==> src/rtl/tube_write_arbiter_pkg.sv <==
// Shared constants for the tube write arbiter: FSM state encoding and
// the tube peripheral register map.
package tube_write_arbiter_pkg;

  typedef enum logic [1:0] {
    ST_IDLE    = 2'd0,
    ST_WR_DATA = 2'd1,
    ST_WR_SIGN = 2'd2,
    ST_VERIFY  = 2'd3
  } state_e;

  localparam logic TUBE_ADDR_VALUE = 1'b0;
  localparam logic TUBE_ADDR_SIGN  = 1'b1;

endpackage

==> src/rtl/tube_write_arbiter.sv <==
// Round-robin arbiter that turns one accepted requester update into a
// value write, a sign write and an optional readback check on the tube.
module tube_write_arbiter
  import tube_write_arbiter_pkg::*;
#(
  parameter bit VERIFY_EN = 1'b1
) (
  input  logic        clk,
  input  logic        reset,
  input  logic        req0_valid,
  input  logic        req1_valid,
  input  logic [31:0] req0_data,
  input  logic [31:0] req1_data,
  input  logic [3:0]  req0_sign,
  input  logic [3:0]  req1_sign,
  output logic        req0_ready,
  output logic        req1_ready,
  output logic        tube_we,
  output logic        tube_addr,
  output logic [31:0] tube_din,
  input  logic [31:0] tube_rd,
  output logic        busy,
  output logic        done,
  output logic        err,
  output logic        last_grant,
  output state_e      dbg_state
);

  // Handshake: a requester's update is accepted in any cycle where its
  // valid and ready are both high; ready is only ever high in IDLE, for the
  // granted requester, and never while reset is asserted.

  state_e      state_q, state_d;
  logic [31:0] data_q, data_d;
  logic [3:0]  sign_q, sign_d;
  logic        last_grant_q, last_grant_d;
  logic        err_q, err_d;
  logic        grant;

  always_comb begin
    state_d      = state_q;
    data_d       = data_q;
    sign_d       = sign_q;
    last_grant_d = last_grant_q;
    err_d        = err_q;
    grant        = 1'b0;
    req0_ready   = 1'b0;
    req1_ready   = 1'b0;
    tube_we      = 1'b0;
    tube_addr    = TUBE_ADDR_VALUE;
    tube_din     = 32'd0;
    done         = 1'b0;

    case (state_q)
      ST_IDLE: begin
        // With both pending, the requester not served last goes next.
        if (req0_valid && req1_valid) grant = ~last_grant_q;
        else                          grant = req1_valid;
        if (!reset && (req0_valid || req1_valid)) begin
          req0_ready   = ~grant;
          req1_ready   = grant;
          data_d       = grant ? req1_data : req0_data;
          sign_d       = grant ? req1_sign : req0_sign;
          last_grant_d = grant;
          state_d      = ST_WR_DATA;
        end
      end
      ST_WR_DATA: begin
        tube_we   = 1'b1;
        tube_addr = TUBE_ADDR_VALUE;
        tube_din  = data_q;
        state_d   = ST_WR_SIGN;
      end
      ST_WR_SIGN: begin
        tube_we   = 1'b1;
        tube_addr = TUBE_ADDR_SIGN;
        tube_din  = {28'd0, sign_q};
        if (VERIFY_EN) begin
          state_d = ST_VERIFY;
        end else begin
          done    = 1'b1;
          state_d = ST_IDLE;
        end
      end
      ST_VERIFY: begin
        done = 1'b1;
        if (tube_rd != data_q) err_d = 1'b1;
        state_d = ST_IDLE;
      end
      default: state_d = ST_IDLE;
    endcase
  end

  always_ff @(posedge clk) begin
    if (reset) begin
      state_q      <= ST_IDLE;
      data_q       <= 32'd0;
      sign_q       <= 4'd0;
      last_grant_q <= 1'b1;
      err_q        <= 1'b0;
    end else begin
      state_q      <= state_d;
      data_q       <= data_d;
      sign_q       <= sign_d;
      last_grant_q <= last_grant_d;
      err_q        <= err_d;
    end
  end

  assign busy       = (state_q != ST_IDLE);
  assign err        = err_q;
  assign last_grant = last_grant_q;
  assign dbg_state  = state_q;

endmodule

==> config.mk <==
export PLATFORM = sky130hd
export DESIGN_NAME = tube_write_arbiter
export DESIGN_NICKNAME = d
export VERILOG_FILES = /design/src/rtl/tube_write_arbiter_pkg.sv /design/src/rtl/tube_write_arbiter.sv
export SDC_FILE = /design/constraint.sdc
export NUM_CORES = 1
export LEC_CHECK = 0
export ABC_AREA = 1
export BUFFER_PORTS_ARGS = -buffer_cell sky130_fd_sc_hd__buf_2
export CAP_MARGIN = 20
export CORE_UTILIZATION = 40
export CTS_CLUSTER_DIAMETER = 50
export CTS_CLUSTER_SIZE = 20
export DETAILED_ROUTE_END_ITERATION = 8
export GPL_TIMING_DRIVEN = 0
export PLACE_DENSITY = 0.76
export SLEW_MARGIN = 20
export SYNTH_ARGS = -nofsm -noshare
export SYNTH_HDL_FRONTEND = slang
export SYNTH_SLANG_ARGS = --single-unit
==> constraint.sdc <==
create_clock -name clk -period 2 [get_ports clk]
set_input_delay 0 -clock clk [delete_from_list [all_inputs] [get_ports clk]]
set_output_delay 0 -clock clk [all_outputs]
set_load 0.05 [all_outputs]
== After elaboration in Yosys (flattened, before gate mapping) ==
Index checks and enable logic that the tools add are counted.

* Word-level logic and storage cells: 35
* Output and inout port bits: 42
* Flip-flop bits (word level): 40
* Input bits: 108

* Equality and inequality tests: 5
* Bitwise gates (word level): 2
* Reductions and logical operators: 9
* Multiplexer cells: 14

{| class="wikitable"
|+ Operators with widths
! operator !! number
|-
| $pmux W32 S2 || 1
|-
| $mux W32 || 1
|-
| $ne A32 B32 Y1 || 1
|-
| $mux W1 || 9
|-
| $pmux W2 S4 || 1
|-
| $eq A2 B2 Y1 const B || 2
|-
| $mux W4 || 1
|-
| $reduce_and A2 Y1 || 2
|-
| $eq A2 B1 Y1 const B || 1
|-
| $logic_and A1 B1 Y1 || 2
|-
| $logic_not A2 Y1 || 1
|-
| $mux W2 || 1
|-
| $ne A2 B2 Y1 const B || 1
|-
| $not A1 Y1 || 2
|-
| $reduce_bool A2 Y1 || 1
|-
| $reduce_or A2 Y1 || 1
|-
| $logic_not A1 Y1 || 1
|-
| $logic_or A1 B1 Y1 || 1
|}

== Depth between registers and ports, before layout ==
Gate-level depths: netlist of the first run.

* Word-level depth: 6
* Mapped depth: 10
* Mapped depth without buffers: 10

== Least setup slack after synthesis of the first run ==
OpenSTA, ideal clock, no wires.

* Kind: reg2out
* From: register state_q[0], in the netlist dbg_state[0]
* To: output tube_din[0]
* Buffers on the path: 1
* Setup slack: -0.962 ns
* Cell stages (with the launch flop): 6
* Arrival time: 2.962 ns
* Data required time: 2.000 ns
* Cells stage by stage: dfxtp_1 > inv_1 > ha_1 > nand2_1 > clkbuf_1 > o21ai_0

* Longest elaborated chain between the ends: 2
* Elaborated cells between the ends (all ways): 3
* Classes of those cells: eq/ne: 2; mux: 1

{| class="wikitable"
|+ Ends and longest elaborated chain
! item !! RTL line !! source
|-
| start: declaration || tube_write_arbiter.sv:33 || <nowiki>state_e state_q, state_d;</nowiki>
|-
| start signal: assignment || tube_write_arbiter.sv:102 || <nowiki>state_q <= state_d;</nowiki>
|-
| $eq A2 B2 Y1 or $eq A2 B1 Y1 (tied branches) || tube_write_arbiter.sv:54 || <nowiki>case (state_q)</nowiki>
|-
| $pmux W32 S2 * || tube_write_arbiter.sv:54 ||
|-
| end: declaration || tube_write_arbiter.sv:20 || <nowiki>output logic [31:0] tube_din,</nowiki>
|}

Every way passes the cells marked *; elsewhere a longest branch is shown, timed or not.

== Worst setup path in the final report of the first run ==
* From: register state_q[1], in the netlist dbg_state[1]
* To: output tube_din[4]

The elaborated chain is that of the path after synthesis.

==> results of run 1 <==
## flip-flops by register name (all words and copies together) (netlist names)
register	flops
data_q	32
sign_q	4
dbg_state	2
err	1
last_grant	1
## layout make-up
class                   count  area [um^2]  share of cell area, %
inverters                  46        172.7                  3.933
multi-input cells         284         1624                  36.99
plain buffers              17        107.6                  2.451
clock inverters             2        10.01                 0.2280
repair buffers            224         1496                  34.08
flip-flops and latches     40        803.3                  18.30
well taps                  75        93.84                  2.137
clock buffers               6        82.58                  1.881
## through the flow
stage | worst slack (ns) | utilization, % | instance area, um^2 | cells
3_3_place_gp | 0.2417 | 59.78 | 3540 | 611
4_1_cts | 0.04599 | 73.82 | 4370 | 692
5_1_grt | 0.01027 | 74.15 | 4390 | 694
3_5_place_dp | 0.2295 | 59.78 | 3540 | 611
6_report | 0.1019 | 74.15 | 4390 | 694
2_1_floorplan | 0.08101 | - | 2700 | 387
## routing by layer
layer  up-vias  part of all wire, %  wire length [um]  GRT usage, %
met2       130                   53              4995         56.15
met4         0                  3.1               291         13.93
met5         -                    0                 0             0
met3        28                  4.6               431         4.886
li1       1657                    -                 -             -
met1      1519                   39              3667         29.74
## worst reg2reg max path: stages (launching register included)
cell and delay (ns):
dfxtp_2 0.35, inv_1 0.16, ha_1 0.25, nand2_4 0.11
nor2_8 0.17, buf_2 0.25, nand2_1 0.08, a31oi_1 0.22
## cell families after synthesis
group	after synthesis	share of synthesized area, %
flip-flops	40	32.80
XOR/XNOR	23	8.252
adder cells (fa/ha/maj)	5	2.563
AO/OA/AOI/OAI	48	12.25
AND/OR/NAND/NOR	208	33.11
buffers and inverters	63	11.02
## final timing paths
path / slack (ns) / to / depth (start not counted)
setup / recovery: 0.10 / tube_din[4] / 6
hold / removal: 0.17 / dbg_state[1] / 5
setup reg to reg: 0.32 / data_q[22] / 7
hold reg to reg: 0.45 / err / 2
## power by group
| part | leakage (nW) | switching [mW] | internal [mW] |
|---|---|---|---|
| Sequential | 0.327 | 0.130 | 0.947 |
| Clock | 0.0510 | 0.299 | 0.276 |
| Combinational | 1.53 | 1.26 | 0.643 |
## timing repair
| action | in CTS | in global routing |
|---|---|---|
| resized for setup | 3 | 3 |
| hold buffers | 73 | 0 |
| hold endpoints to repair | 37 | 0 |
| endpoints found under the setup margin | 30 | 4 |
| buffers inserted | 0 | 2 |
## synthesized netlist by cell type, drive strengths merged
cell	instances
clkbuf	8
ha	5
nand3	2
nand2	165
buf	9
a211oi	1
nor2	40
xnor2	23
nor3	1
a31oi	36
inv	46
o21ai	5
dfxtp	40
a21oi	6
==> results.ini, run 1 <==
[finish]
drive_gt1_share_pct = 34.09
nFillCells = 449
final_common_cell = nand2_1
antenna_cells = 0
syn_to_final_growth_pct = 79.86
finalNetCount = 731
final_cell_mix = 164 x nand2_1, 152 x buf_2, 73 x dlygate4sd3_1

[sta]
maxSlewHeadroom_pct = 66.78
finalCriticalPeriod_ns = 1.898
setup-tns-final_ns = 0
finalClockSkew_ns = 0.003722
hold_slack_ns = 0.1679
tightest_slew_ns = 0.4983
report.final.slew_viol_count = 0
hold_violations = 0
fmax_mhz = 526.9
setup_viol = 0
fin_crit_sh_pct = 94.90
rsz0062_at_grt = no

[synthesis]
syn_area_um2 = 2441
ys_warn_count = 0
synth.distinct_cells = 21
syn-num-nets = 500
seq_area_frac_synth_pct = 32.80
netlist.area_leader.share_pct = 32.80
synthCells = 387
syn_area_per_cell_um2 = 6.308
yosysTopAreaCell = dfxtp_1
yosys_register_bits = 40
synth_area_leaders = dfxtp_1 33%, nand2_1 25%, a31oi_1 9.2%, xnor2_1 8.3%, inv_1 6.8%

[detailed_routing]
drt_wl_total_um = 9385
drt-initial-drc-count = 167
vias = 3334
avgViaCountPerCell = 4.804
wl_per_cell_um = 13.52
drtAntennaViolNets = 0
post-route-drc-count = 0
dr.pass1.iters = 4

[clock_tree]
clock-sinks = 40
cts_tree = done
cts_root_buf = clkbuf_8
insertion_delay_ns = 0.29
cts_buffers = 5
cts_buffer_depth = 2
path_clk_slew_ns = 0.08
cts.htree.levels = 2

[global_routing]
grt_pass1_wl_um = 14320
first_global_vias = 3381
antenna_found_initial = 0
grtUsageTotal_pct = 29.00
overflow = 0
grt_max_degree = 13

[worst_setup_path]
worstSetupPathType = reg -> out
endpoint_kind = output pin
cp_max_fo = 10
startpoint_type = register
arrival_ns = 1.90
cp_cell_sequence = inv_1 -> ha_4 -> nand2_1 -> clkbuf_4 -> nor2_4 -> buf_2
slowest_delay_ns = 0.38
r2r-start = dbg_state[1]
path_buf_inv = 3
crit_start = dbg_state[1]
slowest_stage = dfxtp_2
cp.required_ns = 2.00
path_delay_family = buffers and inverters

[die]
row_count = 28
die_w_um = 80.12
coreArea_um2 = 5921
initial_core_util_pct = 41.23
num_io_pins = 150
die_h_um = 80.12
die_area_um2 = 6419

[worst_hold_path]
hp-class = in -> reg
worstHoldStart = req0_valid

[power]
irDropWorstVdd_mv = 1.012
p_per_area_nw_per_um2 = 810.6
total_power_mw = 3.559
p_leak_nw = 1.913

[job]
cap_violations = 0

[place]
dp_hpwl_um = 5594
gp_routability_congestion = 0.8198
portBuffers = 149

[run_status]
status = complete, no violations

(Power assumes the default switching activity.)
==> inputs of run 2 (changes only) <==
--- a/config.mk
+++ b/config.mk
@@ -8,12 +8,12 @@
 export ABC_AREA = 1
 export BUFFER_PORTS_ARGS = -buffer_cell sky130_fd_sc_hd__buf_2
 export CAP_MARGIN = 20
-export CORE_UTILIZATION = 40
+export CORE_UTILIZATION = 43
 export CTS_CLUSTER_DIAMETER = 50
 export CTS_CLUSTER_SIZE = 20
 export DETAILED_ROUTE_END_ITERATION = 8
 export GPL_TIMING_DRIVEN = 0
-export PLACE_DENSITY = 0.76
+export PLACE_DENSITY = 0.81
 export SLEW_MARGIN = 20
 export SYNTH_ARGS = -nofsm -noshare
 export SYNTH_HDL_FRONTEND = slang
==> results.ini, run 2 (same netlist as run 1, synthesis figures left out) <==
[worst_setup_path]
cp_max_fo = 10
reg2reg_slack_ns = 0.32
timing.rr.end = data_q[6]
cp.required_ns = 2.00
arrival_ns = 1.88
slowest_delay_ns = 0.36
worstSetupPathType = reg -> out
crit_end = tube_din[28]
crit_start = dbg_state[1]
slowest_stage = dfxtp_2
path_buf_inv = 3
startpoint_type = register
worstRegToRegCells = 7
cp.depth = 6
endpoint_kind = output pin
cp_cell_sequence = inv_1 -> ha_4 -> nand2_1 -> clkbuf_4 -> nor2_4 -> buf_2
path_delay_family = buffers and inverters
r2r-start = dbg_state[1]

[global_routing]
grt_max_degree = 13
first_global_vias = 3484
grt_pass1_wl_um = 15210
grtUsageTotal_pct = 32.02
overflow = 0
antenna_found_initial = 0

[detailed_routing]
avgViaCountPerCell = 4.945
drt-initial-drc-count = 166
drt_wl_total_um = 9322
vias = 3407
drtAntennaViolNets = 0
wl_per_cell_um = 13.53
post-route-drc-count = 0
dr.pass1.iters = 5

[worst_hold_path]
hp-class = in -> reg
worstHoldStart = req1_data[16]

[die]
die_w_um = 77.35
num_io_pins = 150
die_area_um2 = 5982
die_h_um = 77.35
coreArea_um2 = 5473
initial_core_util_pct = 44.60
row_count = 27

[power]
sw_frac_of_total_pct = 45.40
p_switching_mw = 1.690
irDropWorstVdd_mv = 0.7835
p_leak_nw = 1.920
seqPwrFrac_pct = 28.8
p_per_area_nw_per_um2 = 846.7
combPwrFrac_pct = 51.5
total_power_mw = 3.722
internal-power_mw = 2.032
power.share.clock_pct = 19.6

[finish]
drive_gt1_share_pct = 34.36
largest_reg_flops = 32
antenna_cells = 0
final_common_cell = nand2_1
finalNetCount = 729
final_cell_mix = 164 x nand2_1, 153 x buf_2, 70 x dlygate4sd3_1
fin_area_um2 = 4395
final_cells = 689
regMostFlops = data_q
syn_to_final_growth_pct = 80.06

[place]
dp_hpwl_um = 5576
portBuffers = 149
gp_routability_congestion = 0.8140
post_dp_cell_area_um2 = 3536
dp_cells = 608

[sta]
finalCriticalPeriod_ns = 1.883
fmax_mhz = 531.1
maxSlewHeadroom_pct = 65.44
finalClockSkew_ns = 0.009452
fin_crit_sh_pct = 94.15
tightest_slew_ns = 0.5184
setup_viol = 0
setup-tns-final_ns = 0
rsz0062_at_grt = no
hold_violations = 0
report.final.slew_viol_count = 0

[clock_tree]
clock-sinks = 40
cts_buffers = 5
cts_root_buf = clkbuf_8
insertion_delay_ns = 0.30
path_clk_slew_ns = 0.08
cts.htree.levels = 2
cts_tree = done
cts_buffer_depth = 2

[job]
cap_violations = 0

[run_status]
status = complete, no violations

[run 2: how the worst min path moves through the flow]
stage	end	slack, ns	cells after the start
5_1_grt	data_q[16]	0.007	3
2_1_floorplan	dbg_state[1]	0.15	3
3_3_place_gp	data_q[23]	0.26	3
4_1_cts	data_q[16]	0.0002	3
6_report	data_q[16]	0.001	3
3_5_place_dp	data_q[0]	0.27	3
[run 2: tightest hold or removal path, cell delays in order]
cell	delay (ns)
buf_2	0.10
nand2_1	0.05
a31oi_1	0.08
[run 2: layout make-up]
class / instances / area, um^2
Buffer: 17 / 107.6
Clock buffer: 7 / 96.34
Clock inverter: 1 / 30.03
Fill cell: 388 / 1077
Inverter: 46 / 172.7
Multi-Input combinational cell: 284 / 1624
Sequential cell: 40 / 803.3
Tap cell: 72 / 90.09
Timing Repair Buffer: 222 / 1471
[run 2: power groups by stage]
stage / clock network [mW] / registers [mW] / logic (mW)
floorplan: 0 / 1.16 / 1.26
global placement: 0 / 1.08 / 1.72
detailed placement: 0 / 1.09 / 1.75
CTS: 0.734 / 1.07 / 1.87
global route: 0.769 / 1.10 / 2.06
finish: 0.730 / 1.07 / 1.92
[run 2: per-layer routing]
layer  global-route usage (%)  vias up  share of wire [%]
li1                         -     1652                  -
met1                    34.20     1539                 38
met2                    59.47      178                 51
met3                    6.235       38                7.0
met4                    15.85        0                3.9
met5                        0        -                  0
[run 2: metrics by stage]
| stage | setup WS [ns] | hold slack (ns) | util, % |
|---|---|---|---|
| floorplan | 0.08101 | 0.1493 | - |
| global placement | 0.2588 | 0.2592 | 64.61 |
| detailed placement | 0.2203 | 0.2652 | 64.61 |
| CTS | 0.03492 | 0.0002106 | 79.86 |
| global route | 0.009469 | 0.006781 | 80.32 |
| finish | 0.1170 | 0.001392 | 80.32 |
[run 2: what timing repair did]
action | in CTS | in global routing
endpoints found under the setup margin | 30 | 5
gates resized for setup | 3 | 2
hold buffers | 70 | 0
setup buffers | 0 | 3
hold endpoints to repair | 36 | 0
==> inputs of run 3 (changes only) <==
--- a/config.mk
+++ b/config.mk
@@ -5,15 +5,15 @@
 export SDC_FILE = /design/constraint.sdc
 export NUM_CORES = 1
 export LEC_CHECK = 0
-export ABC_AREA = 1
 export BUFFER_PORTS_ARGS = -buffer_cell sky130_fd_sc_hd__buf_2
 export CAP_MARGIN = 20
-export CORE_UTILIZATION = 43
+export CORE_UTILIZATION = 45
 export CTS_CLUSTER_DIAMETER = 50
 export CTS_CLUSTER_SIZE = 20
 export DETAILED_ROUTE_END_ITERATION = 8
+export GPL_ROUTABILITY_DRIVEN = 0
 export GPL_TIMING_DRIVEN = 0
-export PLACE_DENSITY = 0.81
+export PLACE_DENSITY = 0.79
 export SLEW_MARGIN = 20
 export SYNTH_ARGS = -nofsm -noshare
 export SYNTH_HDL_FRONTEND = slang
==> results.ini, run 3 <==
[run_status]
status = complete, no violations

[clock_tree]
cts.htree.levels = 2
clock-sinks = 40
path_clk_slew_ns = 0.08
cts_tree = done
cts_root_buf = clkbuf_8
cts_buffer_depth = 2
insertion_delay_ns = 0.29
cts_buffers = 5

[sta]
finalCriticalPeriod_ns = 1.914
tightest_slew_ns = 0.7749
hold_violations = 0
setup_viol = 0
maxSlewHeadroom_pct = 48.34
hold_slack_ns = 0.04570
report.final.slew_viol_count = 0
rsz0062_at_grt = no
fin_ws_ns = 0.08607
fin_crit_sh_pct = 95.70
fmax_mhz = 522.5
finalClockSkew_ns = 0.002084
setup-tns-final_ns = 0

[worst_setup_path]
slowest_delay_ns = 0.43
startpoint_type = register
arrival_ns = 1.91
path_buf_inv = 3
cp_max_fo = 10
crit_start = dbg_state[1]
cp_cell_sequence = inv_1 -> ha_2 -> buf_2 -> and3_1 -> buf_2
endpoint_kind = output pin
slowest_stage = ha_2
r2r-start = dbg_state[1]
worstSetupPathType = reg -> out
cp.required_ns = 2.00
cp_common_cell = buf_2
path_delay_family = buffers and inverters

[place]
post_dp_cell_area_um2 = 3476
dp_slack_ns = 0.2022
portBuffers = 148
dp_hpwl_um = 6399

[synthesis]
syn_area_per_cell_um2 = 9.594
yosys_register_bits = 40
seq_area_frac_synth_pct = 30.46
synth_flop_cell = dfxtp_1
synthArstFlopShare_pct = 0
netlist_top_cells_count = 40 x dfxtp_1, 38 x nor2_1, 36 x mux2i_1
synthCells = 274
yosysTopAreaCell = dfxtp_1
ys_warn_count = 0
synth.distinct_cells = 28
syn-num-nets = 387
synth-edff-count = 0
syn_area_um2 = 2629
post-synth-top-count-cell = dfxtp_1
synth_area_leaders = dfxtp_1 30%, a211oi_2 16%, mux2i_1 14%, xor2_1 11%, and3_1 6.7%
netlist.area_leader.share_pct = 30.46

[power]
sw_frac_of_total_pct = 47.54
seqPwrFrac_pct = 30.9
irDropWorstVdd_mv = 0.9716
p_switching_mw = 1.788
p_leak_nw = 1.823
p_per_area_nw_per_um2 = 1051
internal-power_mw = 1.974
combPwrFrac_pct = 54.2
power.share.clock_pct = 14.9

[global_routing]
first_global_vias = 2614
overflow = 0
grtUsageTotal_pct = 27.44
grt_pass1_wl_um = 12850
grt_max_degree = 12
antenna_found_initial = 0

[finish]
drive_gt1_share_pct = 50.12
syn_to_final_growth_pct = 36.17
finalNetCount = 543
final_common_cell = buf_2
antenna_cells = 0
fin_area_um2 = 3580
final_cell_mix = 150 x buf_2, 38 x nor2_1, 38 x dfxtp_1
final_util_pct = 64.22
largest_reg_flops = 32
regMostFlops = data_q
nFillCells = 510

[worst_hold_path]
worstHoldStart = req0_data[8]
hp-class = in -> reg

[detailed_routing]
drtAntennaViolNets = 0
wl_per_cell_um = 16.24
drt-initial-drc-count = 112
post-route-drc-count = 0
drt_wl_total_um = 8169
avgViaCountPerCell = 5.326
dr.pass1.iters = 4
vias = 2679

[die]
die_h_um = 78.43
initial_core_util_pct = 47.16
die_w_um = 78.43
die_area_um2 = 6151
coreArea_um2 = 5574
row_count = 27
num_io_pins = 150

[job]
cap_violations = 0

run 3: layout make-up:
type	count	area (um^2)	share of cell area, %
Tap cell	72	90.09	2.517
Clock buffer	8	90.09	2.517
Inverter	4	15.01	0.4194
Sequential cell	40	803.3	22.44
Timing Repair Buffer	149	748.2	20.90
Buffer	22	142.6	3.985
Multi-Input combinational cell	208	1690	47.22
run 3: per-layer routing:
metal | global-route usage (%) | vias to the layer above | wire length (um)
li1 | - | 1290 | -
met1 | 32.95 | 1256 | 3438
met2 | 49.21 | 121 | 4099
met3 | 4.884 | 12 | 497
met4 | 8.704 | 0 | 135
met5 | 0 | - | 0
run 3: cells by family (layout without fill, tap and decap cells):
logic type,after synthesis,count (layout),share of synthesized area (%)
AND/OR/NAND/NOR,88,88,17.42
flip-flops,40,40,30.46
buffers and inverters,26,183,5.759
multiplexers,36,36,13.71
adder cells (fa/ha/maj),5,5,2.380
AO/OA/AOI/OAI,47,47,19.61
XOR/XNOR,32,32,10.66
run 3: path summary, 6_finish.rpt:
| check | endpoint | cells after the start | slack [ns] |
|---|---|---|---|
| setup / recovery | tube_din[14] | 5 | 0.09 |
| hold / removal | data_q[8] | 3 | 0.05 |
| setup reg to reg | data_q[30] | 8 | 0.32 |
| hold reg to reg | err | 2 | 0.51 |
run 3: tightest hold or removal path: cells and delay by family:
| kind | cells | cell delay, ns |
|---|---|---|
| multiplexers | 1 | 0.12 |
| buffers and inverters | 1 | 0.09 |
| AO/OA/AOI/OAI | 1 | 0.08 |
run 3: power groups by stage:
stage	logic, mW	registers (mW)	clock network (mW)
after detailed placement	2.00	1.18	0
after global routing	2.19	1.19	0.601
after CTS	2.02	1.16	0.561
after global placement	1.96	1.16	0
final	2.04	1.16	0.560
after floorplan	1.41	1.21	0
run 3: stage by stage:
stage	cells	power, mW
3_5_place_dp	494	3.180
6_report	503	3.762
2_1_floorplan	274	2.615
4_1_cts	502	3.741
5_1_grt	503	3.979
3_3_place_gp	494	3.125
run 3: what timing repair did:
item	CTS	global route
gates resized for setup	3	5
endpoints found under the setup margin	17	19
pin swaps	1	1
cloned	0	0
hold buffers	0	0
buffers inserted	0	1
